<file path="src/rtl/uart_pkg.sv">
// UART shared definitions: receive/transmit FSM state encoding and 16x oversampling constants.
// UART_RX_PARITY_EN adds the parity state to the frame.
package uart_pkg;

    localparam int unsigned OVERSAMPLE = 16;
    localparam int unsigned CNT_W      = $clog2(OVERSAMPLE);
    localparam int unsigned DATA_BITS  = 8;
    localparam int unsigned IDX_W      = $clog2(DATA_BITS);

    localparam logic [CNT_W-1:0] MID_SAMPLE  = CNT_W'(7);
    localparam logic [CNT_W-1:0] LAST_SAMPLE = CNT_W'(OVERSAMPLE - 1);

`ifdef UART_RX_PARITY_EN
    typedef enum logic [2:0] {StIdle, StStart, StData, StParity, StStop} uart_state_e;
`else
    typedef enum logic [2:0] {StIdle, StStart, StData, StStop} uart_state_e;
`endif

    // Parity bit a transmitter would send for this byte (odd=1 selects odd parity).
    function automatic logic parity_bit(input logic [DATA_BITS-1:0] data, input logic odd);
        return (^data) ^ odd;
    endfunction

endpackage

</file>
<file path="src/rtl/uart_receiver_receive_counter.sv">
// Oversample tick counter for the UART receiver: counts Rx_sample_ENABLE ticks, wraps at
// OVERSAMPLE, synchronous clear has priority over enable.
module receive_counter
    import uart_pkg::*;
(
    input  logic             clk,
    input  logic             reset,
    input  logic             clear,
    input  logic             enable,
    output logic [CNT_W-1:0] count
);

    always_ff @(posedge clk or posedge reset) begin
        if (reset) begin
            count <= '0;
        end else if (clear) begin
            count <= '0;
        end else if (enable) begin
            count <= count + CNT_W'(1);
        end
    end

endmodule

</file>
<file path="src/rtl/uart_receiver.sv">
// 16x-oversampled UART receiver: start detect, mid-bit sampling, byte assembly, error flags.
// Define UART_RX_PARITY_EN to receive an 11-bit frame with a parity bit checked against PARITY_ODD.
module uart_receiver
    import uart_pkg::*;
#(
    parameter bit PARITY_ODD = 1'b0
) (
    input  logic                 clk,
    input  logic                 reset,
    input  logic                 RxD,
    input  logic                 Rx_EN,
    input  logic                 Rx_sample_ENABLE,
    output logic [DATA_BITS-1:0] Rx_DATA,
    output logic                 Rx_VALID,
    output logic                 Rx_FERROR,
    output logic                 Rx_PERROR
);

    logic                 rx_meta;
    logic                 rxs;
    uart_state_e          state;
    logic [CNT_W-1:0]     cnt;
    logic [DATA_BITS-1:0] shift;
    logic [IDX_W-1:0]     bit_idx;
    logic                 start_detect;
    logic                 start_exit;
    logic                 cnt_clear;

    // Idle-high synchroniser so reset never looks like a start bit.
    always_ff @(posedge clk or posedge reset) begin
        if (reset) begin
            rx_meta <= 1'b1;
            rxs     <= 1'b1;
        end else begin
            rx_meta <= RxD;
            rxs     <= rx_meta;
        end
    end

    always_comb begin
        start_detect = Rx_sample_ENABLE && (state == StIdle) && !rxs;
        start_exit   = Rx_sample_ENABLE && (state == StStart) && (cnt == MID_SAMPLE);
        cnt_clear    = !Rx_EN || start_detect || start_exit;
    end

    receive_counter u_counter (
        .clk    (clk),
        .reset  (reset),
        .clear  (cnt_clear),
        .enable (Rx_sample_ENABLE),
        .count  (cnt)
    );

`ifdef UART_RX_PARITY_EN
    logic perr_q;
    localparam uart_state_e AfterData = StParity;
`else
    localparam uart_state_e AfterData = StStop;
    logic unused_parity_odd;
    assign unused_parity_odd = PARITY_ODD;
    assign Rx_PERROR = 1'b0;
`endif

    always_ff @(posedge clk or posedge reset) begin
        if (reset) begin
            state     <= StIdle;
            shift     <= '0;
            bit_idx   <= '0;
            Rx_DATA   <= '0;
            Rx_VALID  <= 1'b0;
            Rx_FERROR <= 1'b0;
`ifdef UART_RX_PARITY_EN
            perr_q    <= 1'b0;
            Rx_PERROR <= 1'b0;
`endif
        end else begin
            Rx_VALID <= 1'b0;
            // Disable wins over a coincident sample tick; partial frame is dropped.
            if (!Rx_EN) begin
                state <= StIdle;
            end else if (Rx_sample_ENABLE) begin
                unique case (state)
                    StIdle: begin
                        if (!rxs) begin
                            state     <= StStart;
                            Rx_FERROR <= 1'b0;
`ifdef UART_RX_PARITY_EN
                            Rx_PERROR <= 1'b0;
`endif
                        end
                    end
                    StStart: begin
                        if (cnt == MID_SAMPLE) begin
                            if (rxs) begin
                                state <= StIdle;
                            end else begin
                                state   <= StData;
                                bit_idx <= '0;
`ifdef UART_RX_PARITY_EN
                                perr_q  <= 1'b0;
`endif
                            end
                        end
                    end
                    StData: begin
                        if (cnt == LAST_SAMPLE) begin
                            shift   <= {rxs, shift[DATA_BITS-1:1]};
                            bit_idx <= bit_idx + IDX_W'(1);
                            if (bit_idx == IDX_W'(DATA_BITS - 1)) begin
                                state <= AfterData;
                            end
                        end
                    end
`ifdef UART_RX_PARITY_EN
                    StParity: begin
                        if (cnt == LAST_SAMPLE) begin
                            perr_q <= (rxs != parity_bit(shift, PARITY_ODD));
                            state  <= StStop;
                        end
                    end
`endif
                    StStop: begin
                        if (cnt == LAST_SAMPLE) begin
                            Rx_DATA <= shift;
                            if (!rxs) begin
                                Rx_FERROR <= 1'b1;
                            end
`ifdef UART_RX_PARITY_EN
                            if (perr_q) begin
                                Rx_PERROR <= 1'b1;
                            end
                            Rx_VALID <= rxs && !perr_q;
`else
                            Rx_VALID <= rxs;
`endif
                            state <= StIdle;
                        end
                    end
                    default: state <= StIdle;
                endcase
            end
        end
    end

endmodule

</file>
<file path="config.mk">
export PLATFORM = sky130hd
export DESIGN_NAME = uart_receiver
export DESIGN_NICKNAME = d
export VERILOG_FILES = /design/src/rtl/uart_pkg.sv /design/src/rtl/uart_receiver_receive_counter.sv /design/src/rtl/uart_receiver.sv
export SDC_FILE = /design/constraint.sdc
export NUM_CORES = 1
export LEC_CHECK = 0
export CORE_MARGIN = 8
export CORE_UTILIZATION = 40
export DETAILED_ROUTE_END_ITERATION = 7
export GPL_TIMING_DRIVEN = 0
export PLACE_DENSITY = 0.72
export SETUP_SLACK_MARGIN = 0.5
export SLEW_MARGIN = 0
export SYNTH_ARGS = -nofsm -noshare
export SYNTH_HDL_FRONTEND = slang
export SYNTH_SLANG_ARGS = --single-unit
export TNS_END_PERCENT = 5
</file>
<file path="constraint.sdc">
create_clock -name clk -period 1.8 [get_ports clk]
set_input_delay 0.36 -clock clk [delete_from_list [all_inputs] [get_ports clk]]
set_output_delay 0.36 -clock clk [all_outputs]
set_load 0.03 [all_outputs]
</file>
==> flow_metrics.tcl <==
set metrics [dict create \
    wire_per_inst_um 15.1 \
    core_mm2 0.00326 \
    fp.dieArea_mm2 0.00539 \
    finalSetupViolCount 0 \
    initial_core_util 0.405 \
    grt_pass1_vias 935 \
    tritoncts "yes" \
    fin_crit_sh 0.966 \
    gp_congestion 0.951 \
    clock.fmax_ghz 0.575 \
    ant_nets 0 \
    ys_types 32 \
    clk_path_buf_depth 2 \
    synth_fp_nets 111 \
    cp-start-kind "flop" \
    status "finished clean" \
    antenna_cells 0 \
    antenna_found_initial 0 \
    syn-cell-area_mm2 0.00132 \
    via_per_inst 5.28 \
    ys_top_cells_by_area "dfrtp_1 51%, mux2_2 16%, dfstp_2 4.0%" \
    yosysSeqAreaShare 0.552 \
    critPathMaxFanout 3 \
    tightest_slew_ps 1070 \
    io_pins 16 \
    endpoint_kind "flop" \
    ir_worst_vdd_v 0.000423 \
    finalHoldViolCount 0 \
    rows 21 \
    clock_sinks 29 \
    dp_hpwl_um 1680 \
    grt_remaining_overflow 0 \
    multi_input_area_um2 588 \
    power.leakage_nw 0.859 \
    portBuffers 13 \
    routed_wl_um 2720 \
    clk_pin_slew_ps 90 \
    cts_root_buf "clkbuf_4" \
    rsz0062_at_grt "yes" \
    final_max_slew_viol_count 0 \
    dr_total_vias 951 \
    avgSynthCellArea_um2 12.8 \
    finalCriticalPeriod_ps 1740 \
    h-tree-depth 2 \
    register_area_um2 729 \
    critPathKind "reg -> reg" \
    dp.cells 162 \
    firstDrtPassIters 4 \
    drv_cap 0 \
    finish.utilization 0.524 \
    nets 141 \
    die_w_um 73.4 \
    drc_errors 0 \
    power_mw 1.19 \
    most-common-layout-cells "26 x dfrtp_1, 16 x mux2_2, 10 x buf_4, 9 x dlygate4sd2_1" \
    crit_required_ps 2010 \
    grt_max_degree 30 \
    fin_cells 180 \
    arrival_ps 1950 \
    yosysTopAreaCell "dfrtp_1" \
    die_h_um 73.4 \
    netlist_instances 103 \
    area_growth_pct 29.5 \
    track_usage 0.106 \
    fin_ws_ps 61.1 \
    synth_top_area_frac 0.512 \
    p_per_area_mw_per_mm2 699 \
    ys_seq_elements 29 \
    clk_latency_ps 320 \
    setup_tns_ps 0 \
    grt_first_pass_wirelength_um 4320 \
    nFillCells 301 \
    hold_path_class "reg -> reg" \
    cts_buffers 5 \
    final_common_cell "dfrtp_1" \
    finClkSkew_ps 4.32 \
    slew_headroom 0.285 \
    ys_warn_count 0 \
    drt_iter0_drc 57 \
    drive_gt1_frac 0.396 \
    post-place-ws_ps -392 \
]
[final timing paths]
| check | start | endpoint | slack [ps] | depth (start not counted) |
|---|---|---|---|---|
| max | state[1] | bit_idx[2] | 60 | 3 |
| min | rx_meta | rxs | 360 | 0 |
| max reg2reg | state[1] | bit_idx[2] | 60 | 3 |
| min reg2reg | rx_meta | rxs | 360 | 0 |
| max in group asynchronous | reset | u_counter.count[3] | 490 | 2 |
| min in group asynchronous | reset | shift[4] | 600 | 2 |
[logic make-up (layout without fill, tap and decap cells)]
kind of cell               Yosys count  after routing  synth area share
AOI/OAI and AO/OA                   15             15            0.0807
adders and majority gates            3              3            0.0285
muxes                               19             19             0.162
buffers and inverters               11             42            0.0417
other                                1              1           0.00284
DFF                                 29             29             0.552
and+or+nand+nor                     24             24             0.125
xor gates and xnor gates             1              1           0.00664
[worst max-delay path, stage by stage (launching register included)]
cell and delay (ps):
dfrtp_1 400, or4b_4 560, a211oi_4 340, mux2_4 340
[sequential cells by signal, summed over array words and instances (netlist names)]
register         cells
u_counter.count      4
Rx_FERROR            1
Rx_DATA              8
rx_meta              1
state                2
bit_idx              3
shift                8
rxs                  1
Rx_VALID             1
[layer usage]
layer,track usage,up-vias,routed length (µm)
met4,0.0510,0,44
li1,-,434,-
met3,0.0505,7,171
met5,0,-,0
met1,0.120,473,1220
met2,0.162,37,1280
[power by group]
group / switching (mW) / total (mW) / internal, mW
Combinational: 0.0466 / 0.0794 / 0.0329
Sequential: 0.00624 / 0.666 / 0.660
Clock: 0.222 / 0.448 / 0.226
Total: 0.274 / 1.19 / 0.919
[metrics by stage]
step / hold WS [ps] / area (µm²)
2_1_floorplan: 345 / 1340
3_3_place_gp: 346 / 1520
3_5_place_dp: 349 / 1520
4_1_cts: 363 / 1670
5_1_grt: 369 / 1710
6_report: 362 / 1710
[layout make-up]
| cell class | count | area share |
|---|---|---|
| Buffer | 5 | 0.0249 |
| Clock buffer | 7 | 0.0381 |
| Clock inverter | 1 | 0.00293 |
| Inverter | 6 | 0.0132 |
| Multi-Input combinational cell | 63 | 0.344 |
| Sequential cell | 29 | 0.427 |
| Tap cell | 46 | 0.0337 |
| Timing Repair Buffer | 23 | 0.116 |
[synthesized netlist by cell type (all sizes together)]
master   instances
a2111oi          1
or3              1
buf              4
conb             1
o22ai            1
nand3            3
and3             3
nand4            1
nand3b           1
or4b             3
nor2             2
or3b             1
nand2b           1
o21ai            3
a41o             1
mux2            19
inv              6
o2111ai          3
nor3b            1
nor3             1
a21oi            4
nor4b            1
or4              1
ha               3
dfstp            2
xnor2            1
a211oi           1
nand2            4
clkbuf           1
o31ai            1
dfrtp           27
[what timing repair did]
action	4_1_cts	5_1_grt
pin swaps	3	3
resized for setup	18	6
endpoints found under the setup margin	64	64
setup buffers	6	3
gates cloned	0	1
hold buffers	0	0
Power figures use the tool's default switching activity.
